===== src/rtl/reorder_seq.sv =====
// -----------------------------------------------------------------------------
// reorder_seq
//   Sequencer for the reorder datapath. It holds four side-info banks, one per
//   granule/channel. On a start request it streams that bank's coefficient
//   indices to the datapath. It then waits until every issued index has come
//   back, and finally pulses done.
//
//   Optional feature (compile-time macro REORDER_SEQ_SKIP_EN):
//     defined   -> issue only min(2*big_values, 576) indices
//     undefined -> always issue 576 indices
//
// Ports
//   clk, rst_n                  clock, asynchronous active-low reset
//   si_valid, si_grch           side-info write strobe and target bank
//   si_window_switching_flag,
//   si_block_type,
//   si_mixed_block_flag,
//   si_big_values               side-info fields written on si_valid
//   start, start_grch           request to sequence one bank
//   stall                       downstream hold; no index issued while high
//   rd_v                        completion strobe from the datapath
//   grch_out, is_pos, din_v     index stream to the datapath
//   window_switching_flag,
//   block_type,
//   mixed_block_flag,
//   big_values                  registered fields of the active bank
//   busy, done, err             run in progress, completion pulse, error pulse
// -----------------------------------------------------------------------------
module reorder_seq (
  input  logic       clk,
  input  logic       rst_n,
  input  logic       si_valid,
  input  logic [1:0] si_grch,
  input  logic       si_window_switching_flag,
  input  logic [1:0] si_block_type,
  input  logic       si_mixed_block_flag,
  input  logic [8:0] si_big_values,
  input  logic       start,
  input  logic [1:0] start_grch,
  input  logic       stall,
  input  logic       rd_v,
  output logic [1:0] grch_out,
  output logic [9:0] is_pos,
  output logic       din_v,
  output logic       window_switching_flag,
  output logic [1:0] block_type,
  output logic       mixed_block_flag,
  output logic [8:0] big_values,
  output logic       busy,
  output logic       done,
  output logic       err
);

  typedef enum logic [1:0] {
    S_IDLE  = 2'd0,
    S_ISSUE = 2'd1,
    S_DRAIN = 2'd2,
    S_DONE  = 2'd3
  } state_t;

  typedef struct packed {
    logic       wsf;
    logic [1:0] bt;
    logic       mbf;
    logic [8:0] bv;
  } side_info_t;

  localparam logic [9:0] MAX_IDX = 10'd576;

  state_t     r_state;
  state_t     w_next;
  side_info_t r_bank [4];
  logic [3:0] r_loaded;
  side_info_t r_active;
  logic [1:0] r_grch;
  logic [9:0] r_index;
  logic [2:0] r_count;
  logic       r_err;

  side_info_t w_si_in;
  side_info_t w_start_info;
  logic       w_busy;
  logic       w_si_blocked;
  logic       w_si_write;
  logic       w_bypass;
  logic       w_start_req;
  logic       w_start_ok;
  logic       w_start_err;
  logic       w_rd_err;
  logic [9:0] w_n;
  logic       w_issue;

  assign w_si_in = {si_window_switching_flag, si_block_type,
                    si_mixed_block_flag, si_big_values};

  assign w_busy = (r_state == S_ISSUE) || (r_state == S_DRAIN);

  // The bank being sequenced is frozen while a run is in progress.
  assign w_si_blocked = si_valid && w_busy && (si_grch == r_grch);
  assign w_si_write   = si_valid && !w_si_blocked;

  // A write and a start on the same bank in the same cycle use the new data.
  assign w_bypass     = si_valid && (si_grch == start_grch);
  assign w_start_req  = (r_state == S_IDLE) && start;
  assign w_start_ok   = w_start_req && (r_loaded[start_grch] || w_bypass);
  assign w_start_err  = w_start_req && !(r_loaded[start_grch] || w_bypass);
  assign w_start_info = w_bypass ? w_si_in : r_bank[start_grch];

  // A return with nothing outstanding is a protocol error and is ignored.
  assign w_rd_err = rd_v && (r_count == 3'd0);

`ifdef REORDER_SEQ_SKIP_EN
  logic [9:0] w_twice_bv;
  assign w_twice_bv = {r_active.bv, 1'b0};
  assign w_n        = (w_twice_bv > MAX_IDX) ? MAX_IDX : w_twice_bv;
`else
  assign w_n = MAX_IDX;
`endif

  assign w_issue = (r_state == S_ISSUE) && !stall && (w_n != 10'd0);

  // Next-state logic.
  always_comb begin
    // NOTE: assigning a default before the case keeps every path covered,
    // so no latch is inferred.
    w_next = r_state;
    unique case (r_state)
      S_IDLE:  if (w_start_ok) w_next = S_ISSUE;
      S_ISSUE: begin
        if (w_n == 10'd0)                              w_next = S_DRAIN;
        else if (!stall && (r_index == w_n - 10'd1))   w_next = S_DRAIN;
      end
      S_DRAIN: if (r_count == 3'd0) w_next = S_DONE;
      S_DONE:  w_next = S_IDLE;
      default: w_next = S_IDLE;
    endcase
  end

  // NOTE: sequential state uses non-blocking assignments, so every flop
  // samples values from before the clock edge regardless of block order.
  always_ff @(posedge clk or negedge rst_n) begin
    if (!rst_n) begin
      r_state  <= S_IDLE;
      r_loaded <= '0;
      r_active <= '0;
      r_grch   <= '0;
      r_index  <= '0;
      r_count  <= '0;
      r_err    <= 1'b0;
    end else begin
      r_state <= w_next;
      r_err   <= w_si_blocked || w_start_err || w_rd_err;

      // A completed bank must be reloaded before it can run again. A write in
      // the same cycle marks the bank loaded again, so it takes priority.
      if (r_state == S_DONE) r_loaded[r_grch] <= 1'b0;
      if (w_si_write)        r_loaded[si_grch] <= 1'b1;

      if (w_start_ok) begin
        r_active <= w_start_info;
        r_grch   <= start_grch;
        r_index  <= '0;
      end else if (w_issue) begin
        r_index  <= r_index + 10'd1;
      end

      if (!w_rd_err) begin
        if (w_issue && !rd_v)      r_count <= r_count + 3'd1;
        else if (!w_issue && rd_v) r_count <= r_count - 3'd1;
      end
    end
  end

  // NOTE: the bank storage has no reset. The loaded bits already mark every
  // bank invalid after reset, so this storage can map onto plain RAM or flops.
  always_ff @(posedge clk) begin
    if (w_si_write) r_bank[si_grch] <= w_si_in;
  end

  assign din_v    = w_issue;
  assign is_pos   = r_index;
  assign grch_out = r_grch;
  assign busy     = w_busy;
  assign done     = (r_state == S_DONE);
  assign err      = r_err;

  assign window_switching_flag = r_active.wsf;
  assign block_type            = r_active.bt;
  assign mixed_block_flag      = r_active.mbf;
  assign big_values            = r_active.bv;

endmodule


===== config.mk =====
export PLATFORM = sky130hd
export DESIGN_NAME = reorder_seq
export DESIGN_NICKNAME = d
export VERILOG_FILES = /design/src/rtl/reorder_seq.sv
export SDC_FILE = /design/constraint.sdc
export NUM_CORES = 1
export LEC_CHECK = 0
export BUFFER_PORTS_ARGS = -buffer_cell sky130_fd_sc_hd__buf_2
export CORE_MARGIN = 3
export CORE_UTILIZATION = 40
export DETAILED_ROUTE_END_ITERATION = 7
export PLACE_DENSITY_LB_ADDON = 0.08
export SKIP_CTS_REPAIR_TIMING = 1
export SLEW_MARGIN = 20
export SYNTH_ARGS = -nofsm -noshare
export SYNTH_HDL_FRONTEND = slang
export SYNTH_SLANG_ARGS = --single-unit

===== constraint.sdc =====
create_clock -name clk -period 4.05 [get_ports clk]
set_clock_uncertainty 0.15 [all_clocks]
set_input_delay 0.81 -clock clk [delete_from_list [all_inputs] [get_ports clk]]
set_output_delay 0.81 -clock clk [all_outputs]
set_load 0.02 [all_outputs]

## Word level (Yosys, flattened, before mapping)

Memories as Yosys holds them, arrays and structs flattened. A register that Yosys moved wholly into a read port is not among the register bits.
Index checks and enable logic that the tools add are counted.

| operators by class | value |
|---|---|
| add/sub/neg operators | 3 |
| magnitude comparators | 5 |
| equal/unequal tests | 9 |
| multiplexer cells | 18 |
| bitwise logic cells | 4 |
| reduce and logical (&&, ||, !) cells | 30 |

Operators by type and width:

| operator | number |
|---|---|
| two-way mux 10 bit | 2 |
| logical AND 1 bit | 14 |
| adder 10 x 1 -> 10 bit, second input constant | 1 |
| equality test 10 bit, second input constant | 1 |
| < comparator 2 x 3 -> 1 bit, second input constant | 3 |
| two-way mux 4 bit | 2 |
| case mux 2 bit (4 select lines) | 1 |
| logical NOT 1 bit | 6 |
| two-way mux 2 bit | 3 |
| two-way mux 3 bit | 2 |
| two-way mux 1 bit | 5 |
| AND 4 bit | 1 |
| demux 1 bit (select 2 bit) | 2 |
| equality test 2 bit | 2 |
| equality test 2 bit, second input constant | 2 |
| greater-or-equal comparator 2 x 1 -> 1 bit, second input constant | 2 |
| logical OR 1 bit | 4 |
| != test 2 x 1 -> 1 bit, second input constant | 2 |
| NOT 4 bit | 1 |
| bitwise OR 4 bit | 1 |
| nonzero test 2 bit | 2 |
| adder 3 x 1 -> 3 bit, second input constant | 1 |
| logical NOT 3 bit | 1 |
| AND reduction 3 bit | 1 |
| 7 further kinds | 7 |

| word-level totals | value |
|---|---|
| bits in registers | 22 |
| RAM bits | 52 |
| input bits | 23 |
| output and inout port bits | 29 |
| word-level logic and storage cells | 76 |
| memories | 1 |

Memories:

| name | words | bits a word | rd ports | clocked after Yosys merged registers in | wr ports | line | RTL |
|---|---|---|---|---|---|---|---|
| r_bank | 4 | 13 | 1 | 1 | 1 | 72 | `side_info_t r_bank [4];` |

## Depth between registers and ports, before layout

Gate-level depths: netlist of the first run.

| logic depth | value |
|---|---|
| depth after elaboration | 9 |
| depth in mapped cells | 10 |
| gate-level depth less buffers | 9 |

## Worst setup path before layout of the first run

OpenSTA, ideal clock, no wires.

| timing | value |
|---|---|
| path kind | register -> register |
| start point | register r_state[0] |
| end point | memory r_bank[0][0] (netlist name) (enable) |
| library setup time | 425 ps |
| arrival time | 2588 ps |
| slack | 886 ps |
| cell stages (with the launch flop) | 5 |
| path buffers | 0 |
| cells stage by stage | dfrtp_1 -> inv_1 -> ha_1 -> nor3b_1 -> nor4b_1 |

| between the ends | value |
|---|---|
| cells in the longest elaborated chain, start to end | 8 |
| elaborated cells on any way between the ends | 9 |
| those cells by class | eq/ne: 2; mux: 2; reduce/logical: 5 |

Ends and longest elaborated chain:

| item | line | RTL |
|---|---|---|
| start: declaration | 70 | `state_t r_state;` |
| start signal: assignment | 151 | `r_state <= w_next;` |
| equality test 2 x 1 -> 1 bit or equality test 2 bit (tied branches) | 96 | `assign w_busy = (r_state == S_ISSUE) \|\| (r_state == S_DRAIN);` |
| logical OR 1 bit * | 96 |  |
| net busy | 49 | `output logic busy,` |
| logical AND 1 bit * (2 in series) | 99 | `assign w_si_blocked = si_valid && w_busy && (si_grch == r_grch);` |
| logical NOT 1 bit * | 100 | `assign w_si_write = si_valid && !w_si_blocked;` |
| logical AND 1 bit * | 100 |  |
| two-way mux 1 bit * | 177 | `if (w_si_write) r_bank[si_grch] <= w_si_in;` |
| two-way mux 1 bit (not written as such) * | 177 |  |
| end: declaration | 72 |  |

The timed path passes the listed nets; every way through them passes the cells marked *.

## Final worst setup path of the first run

| timing | value |
|---|---|
| start point | register r_state[1] |
| end point | output port din_v |

| between the ends | value |
|---|---|
| cells in the longest elaborated chain, start to end | 2 |

Ends and longest elaborated chain:

| item | line | RTL |
|---|---|---|
| equality test 2 x 1 -> 1 bit | 120 | `assign w_issue = (r_state == S_ISSUE) && !stall && (w_n != 10'd0);` |
| logical AND 1 bit | 120 |  |
| end: declaration | 44 | `output logic din_v,` |

No other way between the ends.

==> flow_metrics.py, run 1 <==
metrics = {
    "synth": {
        "ys_seq_elements": 87,
        "synth_edf_count": 52,
        "synthTopCellsByArea": "edfxtp_1, dfrtp_1, mux4_2, mux2i_1, nor2_1",
        "synth_top_family_by_area": "multiplexers",
        "muxShareOfSynthArea": 0.1310,
        "syn_area_per_cell_um2": 14.96,
        "synthesis.instances": 251,
        "synth_simple_gate_area_frac": 0.08331,
        "synthXorXnorAreaFrac": 0.03732,
        "yosysTopAreaCell": "edfxtp_1",
        "synthesis.nets": 282,
        "synth_ff_type": "edfxtp_1",
        "ys_seq_area_frac": 0.6491,
        "synth_top_area_share": 0.4159,
        "yosysWarnings": 0,
        "synth_compound_area_frac": 0.04199,
        "synth-adder-area-share": 0.02866,
        "synth_area_mm2": 0.003755,
        "synth_async_sr_flop_share": 0.4023,
        "synth.distinct_cells": 39,
    },
    "critical_path": {
        "slowest_stage": "nor2b_1",
        "max_stage_delay_ns": 0.44,
        "critPathBufInv": 2,
        "crit_fanout": 6,
        "cp_top_family": "simple AND/OR/NAND/NOR gates",
        "cp_cell_sequence": "inv_1, ha_1, nor2b_1, buf_2",
        "cp-start-kind": "flop",
        "cp.arrival_ns": 1.78,
        "crit_type": "reg -> out",
        "cp-end-kind": "primary output",
        "cp.required_ns": 3.09,
    },
    "global_routing": {
        "track_usage": 0.1496,
        "grt_pass1_vias": 2243,
        "overflow": 0,
        "grt_max_degree": 40,
        "grt_pass1_wl_mm": 11.76,
        "antenna_found_initial": 0,
    },
    "clock_tree": {
        "clockRootBuffer": "clkbuf_8",
        "clock_sinks": 87,
        "tritoncts": "built",
        "worstSkewPairLatency_ns": 0.34,
        "cts_max_level": 3,
        "clk_pin_slew_ns": 0.08,
        "cts_buffers": 9,
        "clock_path_buffers": 2,
    },
    "run_status": {
        "status": "complete, no violations",
    },
    "power": {
        "leakagePower_uw": 0.001819,
        "finalPower_uw": 1982,
        "powerDensity_mw_per_mm2": 459.1,
        "vdd_drop_max_v": 0.0001950,
    },
    "finish": {
        "nets": 337,
        "diodes": 0,
        "final_layout_size_suffix_gt1_frac": 0.3000,
        "syn_to_final_growth_pct": 14.96,
    },
    "sta": {
        "max-slew-margin-rel": 0.4301,
        "slew_viol_final": 0,
        "rsz0062_at_grt": "no",
        "finalHoldViolations": 0,
        "fmax_mhz": 365.5,
        "worst_slew_pin_slew_ns": 0.8549,
        "period_share": 0.6755,
        "fin_setup_tns_ns": 0,
        "setup_viol_count_final": 0,
        "period_minus_slack_ns": 2.736,
    },
    "floorplan": {
        "die_area_mm2": 0.01059,
        "initial_core_util": 0.4203,
        "placementRows": 34,
        "die_w_um": 102.9,
        "io_pins": 52,
        "fp.dieH_um": 102.9,
        "core_area_mm2": 0.008934,
    },
    "route": {
        "first_pass_iters": 4,
        "vias_per_cell": 5.275,
        "wl_per_cell_um": 17.20,
        "via_count": 2205,
        "drtIter0Drc": 57,
        "drc": 0,
        "routed_wl_mm": 7.190,
        "ant_nets": 0,
    },
    "place": {
        "port_buffers": 51,
        "hpwl_mm": 4.708,
        "place.gp.congestion": 0.7682,
    },
    "flow_run": {
        "max_cap_violations": 0,
    },
    "worst_hold_path": {
        "hold_path_class": "reg -> reg",
    },
}
[state kept, by name, summed over array words and instances, names as in the netlist, 2 cells and up]
register and cells:
grch_out 2, r_bank 52, block_type 2, is_pos 10, r_count 3, r_loaded 4, r_state 2, big_values 9
[cells in the final DEF, fill, tap and decap left out, types with 2 or more instances in the layout]
| cell type | Yosys | final |
|---|---|---|
| edfxtp_1 | 52 | 52 |
| buf_2 | 5 | 51 |
| dfrtp_1 | 35 | 35 |
| nor2_1 | 27 | 26 |
| a21oi_1 | 15 | 15 |
| mux2i_1 | 15 | 15 |
| nand2_1 | 14 | 14 |
| mux4_2 | 14 | 14 |
| xor2_1 | 11 | 11 |
| clkbuf_8 | 0 | 9 |
| ha_1 | 7 | 7 |
| nand3_1 | 6 | 6 |
| buf_4 | 1 | 6 |
| inv_1 | 5 | 5 |
| xnor2_1 | 5 | 5 |
| nand4_1 | 5 | 5 |
| a21o_1 | 3 | 3 |
| nor3_1 | 3 | 3 |
| nor2b_1 | 2 | 2 |
| nand2b_1 | 2 | 2 |
| clkinv_4 | 0 | 2 |
| clkinvlp_4 | 0 | 2 |
[cells by family (layout without fill, tap and decap cells)]
family	Yosys count	after routing
AO/OA/AOI/OAI	25	25
adder cells (fa/ha/maj)	8	8
flip-flops	87	87
XOR/XNOR	16	16
multiplexers	31	31
buffers and inverters	18	77
AND/OR/NAND/NOR	66	66
[power breakdown]
| group | switching, uW | leakage, uW | internal (uW) |
|---|---|---|---|
| sequential | 73.4 | 0.000919 | 1010 |
| combinational | 171 | 0.000808 | 123 |
| clock | 315 | 0.0000919 | 286 |
[synthesized netlist by cell type, drive strengths merged, types with 3 or more instances]
library cell	instances
nand4	5
xor2	11
a21o	3
xnor2	5
buf	11
nand2	14
inv	5
nor3	3
dfrtp	35
ha	7
nor2	27
mux4	14
nand3	6
edfxtp	52
a21oi	15
mux2i	15
[worst reg2reg max path: cells and delay by family (launching register included)]
kind                       cells  cell delay [ns]
adders and majority gates      3             0.86
buffers and inverters          2             0.17
xor gates and xnor gates       2             0.28
DFF                            1             0.42
and+or+nand+nor                2             0.52
[through the flow]
stage	cells	setup WS, ns	hold WS [ns]	util	cell area, um^2
after global placement	403	1.031	0.3085	0.4613	4121
after detailed placement	403	0.9880	0.3153	0.4613	4121
final	418	1.314	0.3289	0.4832	4317
after floorplan	251	0.8864	0.2943	-	3755
after global routing	418	1.127	0.3538	0.4832	4317
after CTS	418	1.276	0.3333	0.4832	4317
[routing by layer]
layer  GRT usage  routed length (um)  up-vias
met3     0.03248                 344        9
met2      0.2363                3490       53
met1      0.2038                3252     1109
met4     0.05677                 103        0
li1            -                   -     1034
met5           0                   0        -
[path summary, 6_finish.rpt]
kind                              from       endpoint  slack [ns]  cells past startpoint
setup reg to reg            r_state[1]     r_count[2]        1.55                      9
setup / recovery            r_state[1]          din_v        1.31                      4
hold reg to reg            r_loaded[0]    r_loaded[0]        0.33                      1
hold / removal             r_loaded[0]    r_loaded[0]        0.33                      1
min in group asynchronous        rst_n  big_values[4]        0.42                      1
max in group asynchronous        rst_n    grch_out[0]        2.79                      1
[layout make-up]
class	instances	area, um^2
Fill cell	809	4617
Sequential cell	87	2437
Multi-Input combinational cell	146	1230
Timing Repair Buffer	57	300.3
Tap cell	108	135.1
Clock buffer	9	123.9
Clock inverter	6	71.32
Inverter	5	18.77
No activity file was read; power rests on OpenSTA's default activity.
==> inputs of run 2 (changes only) <==
--- a/config.mk
+++ b/config.mk
@@ -5,6 +5,7 @@
 export SDC_FILE = /design/constraint.sdc
 export NUM_CORES = 1
 export LEC_CHECK = 0
+export ABC_AREA = 1
 export BUFFER_PORTS_ARGS = -buffer_cell sky130_fd_sc_hd__buf_2
 export CORE_MARGIN = 3
 export CORE_UTILIZATION = 40
==> constraint.sdc (replaced) <==
create_clock -name clk -period 2.46 [get_ports clk]
set_clock_uncertainty 0.15 [all_clocks]
set_input_delay 0.492 -clock clk [delete_from_list [all_inputs] [get_ports clk]]
set_output_delay 0.492 -clock clk [all_outputs]
set_load 0.02 [all_outputs]
==> run 2 against run 1 <==
  * Combinational power rose to 4.5 times the previous value
  * Clock power up 76%
  * Die area up 7.6%
  * Critical path type is now reg -> reg
  * Setup slack worse by 1.0 ns
==> flow_metrics.py, run 2 <==
metrics = {
    "global_routing": {
        "grt_max_degree": 36,
        "antenna_found_initial": 0,
        "grt_pass1_wl_mm": 14.89,
        "grt_pass1_vias": 2848,
        "track_usage": 0.1688,
        "overflow": 0,
    },
    "run_status": {
        "status": "complete, no violations",
    },
    "power": {
        "pwr-share-comb": 0.303,
        "vdd_drop_max_v": 0.0004279,
        "leakagePower_uw": 0.002113,
        "p_switching_uw": 1535,
        "pwr-share-seq": 0.454,
        "p_sw_frac": 0.3508,
        "power.internal_uw": 2841,
        "power_frac_clock": 0.243,
        "powerDensity_mw_per_mm2": 939.9,
    },
    "place": {
        "place_inst": 592,
        "place_ws_ns": 0.2666,
        "hpwl_mm": 6.090,
        "port_buffers": 51,
        "place.gp.congestion": 0.8330,
    },
    "route": {
        "drc": 0,
        "vias_per_cell": 4.788,
        "routed_wl_mm": 9.088,
        "via_count": 2911,
        "wl_per_cell_um": 14.95,
        "ant_nets": 0,
        "drtIter0Drc": 139,
        "first_pass_iters": 4,
    },
    "synth": {
        "synth_edf_count": 52,
        "ys_seq_elements": 87,
        "synthesis.nets": 444,
        "synth_async_sr_flop_share": 0.4023,
        "yosysTopAreaCell": "edfxtp_1",
        "synth_common_cells": "nand2_1, edfxtp_1, nand3_1, dfrtp_1, inv_1",
        "ys_seq_area_frac": 0.6007,
        "synth.distinct_cells": 34,
        "synth_area_mm2": 0.004058,
        "synthTopCellsByArea": "edfxtp_1, dfrtp_1, nand2_1, nand3_1, nand3b_1",
        "synth_most_common_cell": "nand2_1",
        "syn_area_per_cell_um2": 9.825,
        "synthesis.instances": 413,
        "yosysWarnings": 0,
        "synth_ff_type": "edfxtp_1",
        "synth_top_area_share": 0.3848,
    },
    "finish": {
        "syn_to_final_growth_pct": 14.74,
        "final_common_cell": "nand2_1",
        "nets": 501,
        "diodes": 0,
        "largest-register": "r_bank",
        "layout_common_cells": "nand2_1, edfxtp_1, buf_2, nand3_1, dfrtp_1",
        "largest_register_ffs": 52,
        "final_cells": 608,
        "fin_util": 0.4741,
        "final_layout_size_suffix_gt1_frac": 0.2000,
    },
    "sta": {
        "max-slew-margin-rel": 0.4559,
        "finalHoldViolations": 0,
        "period_minus_slack_ns": 2.188,
        "period_share": 0.8894,
        "fmax_mhz": 457.1,
        "rsz0062_at_grt": "no",
        "setup_viol_count_final": 0,
        "slew_viol_final": 0,
        "timing.final.ws_setup_ns": 0.2721,
        "worst_slew_pin_slew_ns": 0.8161,
        "fin_setup_tns_ns": 0,
    },
    "critical_path": {
        "r2r_slack_ns": 0.27,
        "cp-end-kind": "flop",
        "crit_type": "reg -> reg",
        "crit_fanout": 7,
        "cp.required_ns": 2.55,
        "cp.arrival_ns": 2.28,
        "cp-start-kind": "flop",
    },
    "clock_tree": {
        "worstSkewPairLatency_ns": 0.35,
        "clockRootBuffer": "clkbuf_8",
        "cts_buffers": 9,
        "tritoncts": "built",
        "clock_path_buffers": 2,
        "cts_max_level": 3,
        "clk_pin_slew_ns": 0.08,
        "clock_sinks": 87,
    },
    "floorplan": {
        "io_pins": 52,
        "core_area_mm2": 0.009819,
        "die_w_um": 106.7,
        "placementRows": 36,
        "fp.dieH_um": 106.7,
        "die_area_mm2": 0.01139,
        "initial_core_util": 0.4132,
    },
    "flow_run": {
        "max_cap_violations": 0,
    },
    "worst_hold_path": {
        "hold_path_class": "in -> async",
    },
}
## run 2: cell count changes after synthesis, moves of 12 or more
cell / change
nand2_1: +142
nand3_1: +38
inv_1: +20
mux2i_1: -15
mux4_2: -14
nand3b_1: +14
o21ai_0: +12
## run 2: worst paths after layout
| path | start | end | depth (start not counted) |
|---|---|---|---|
| setup / recovery | r_state[1] | r_count[2] | 10 |
| hold / removal | rst_n | r_count[1] | 1 |
| setup reg to reg | r_state[1] | r_count[2] | 10 |
| hold reg to reg | window_switching_flag | window_switching_flag | 2 |
| max in group asynchronous | rst_n | window_switching_flag | 1 |
| min in group clk | si_big_values[6] | r_bank[3][6] | 1 |
## run 2: per-layer routing
layer	part of all wire	track usage	vias up
met5	0	0	-
met4	0.0075	0.04201	0
met3	0.047	0.04154	6
met2	0.48	0.2797	62
met1	0.47	0.2236	1371
li1	-	-	1472
## run 2: area by class of cell
| type | count | area (um^2) |
|---|---|---|
| clock inverter | 6 | 85.08 |
| sequential | 87 | 2437 |
| timing repair buffer | 61 | 330.3 |
| inverter | 30 | 122.6 |
| fill | 980 | 5164 |
| clock buffer | 10 | 127.6 |
| multi-input combinational | 281 | 1386 |
| tap | 133 | 166.4 |
## run 2: worst max-delay path: stages (launching register included)
cell	delay [ns]
dfrtp_1	0.42
inv_1	0.11
ha_1	0.18
inv_1	0.07
nor2_4	0.15
ha_1	0.21
inv_1	0.06
fa_1	0.38
xnor2_1	0.14
nand2_1	0.08
xor2_1	0.14
## run 2: kinds of logic after synthesis
kind of cell / Yosys count / share of synthesized area
xor gates and xnor gates: 3 / 0.006477
buffers and inverters: 45 / 0.05766
DFF: 87 / 0.6007
and+or+nand+nor: 249 / 0.2818
AOI/OAI and AO/OA: 21 / 0.02683
adders and majority gates: 8 / 0.02652
## run 2: per-stage QoR
stage               cell area, um^2  total power (uW)  hold WS [ns]
global placement               4443              3347        0.3121
global route                   4656              4713        0.1385
finish                         4656              4376       0.07195
detailed placement             4443              3365        0.3137
floorplan                      4058              2936       0.04641
CTS                            4656              4461        0.1016
## run 2: power by group through the flow
stage	clock, uW	sequential [uW]	combinational [uW]
6_report	1060	1980	1330
5_1_grt	1180	2020	1510
4_1_cts	1120	1990	1360
3_5_place_dp	0	2020	1350
3_3_place_gp	0	2010	1330
2_1_floorplan	0	2160	773
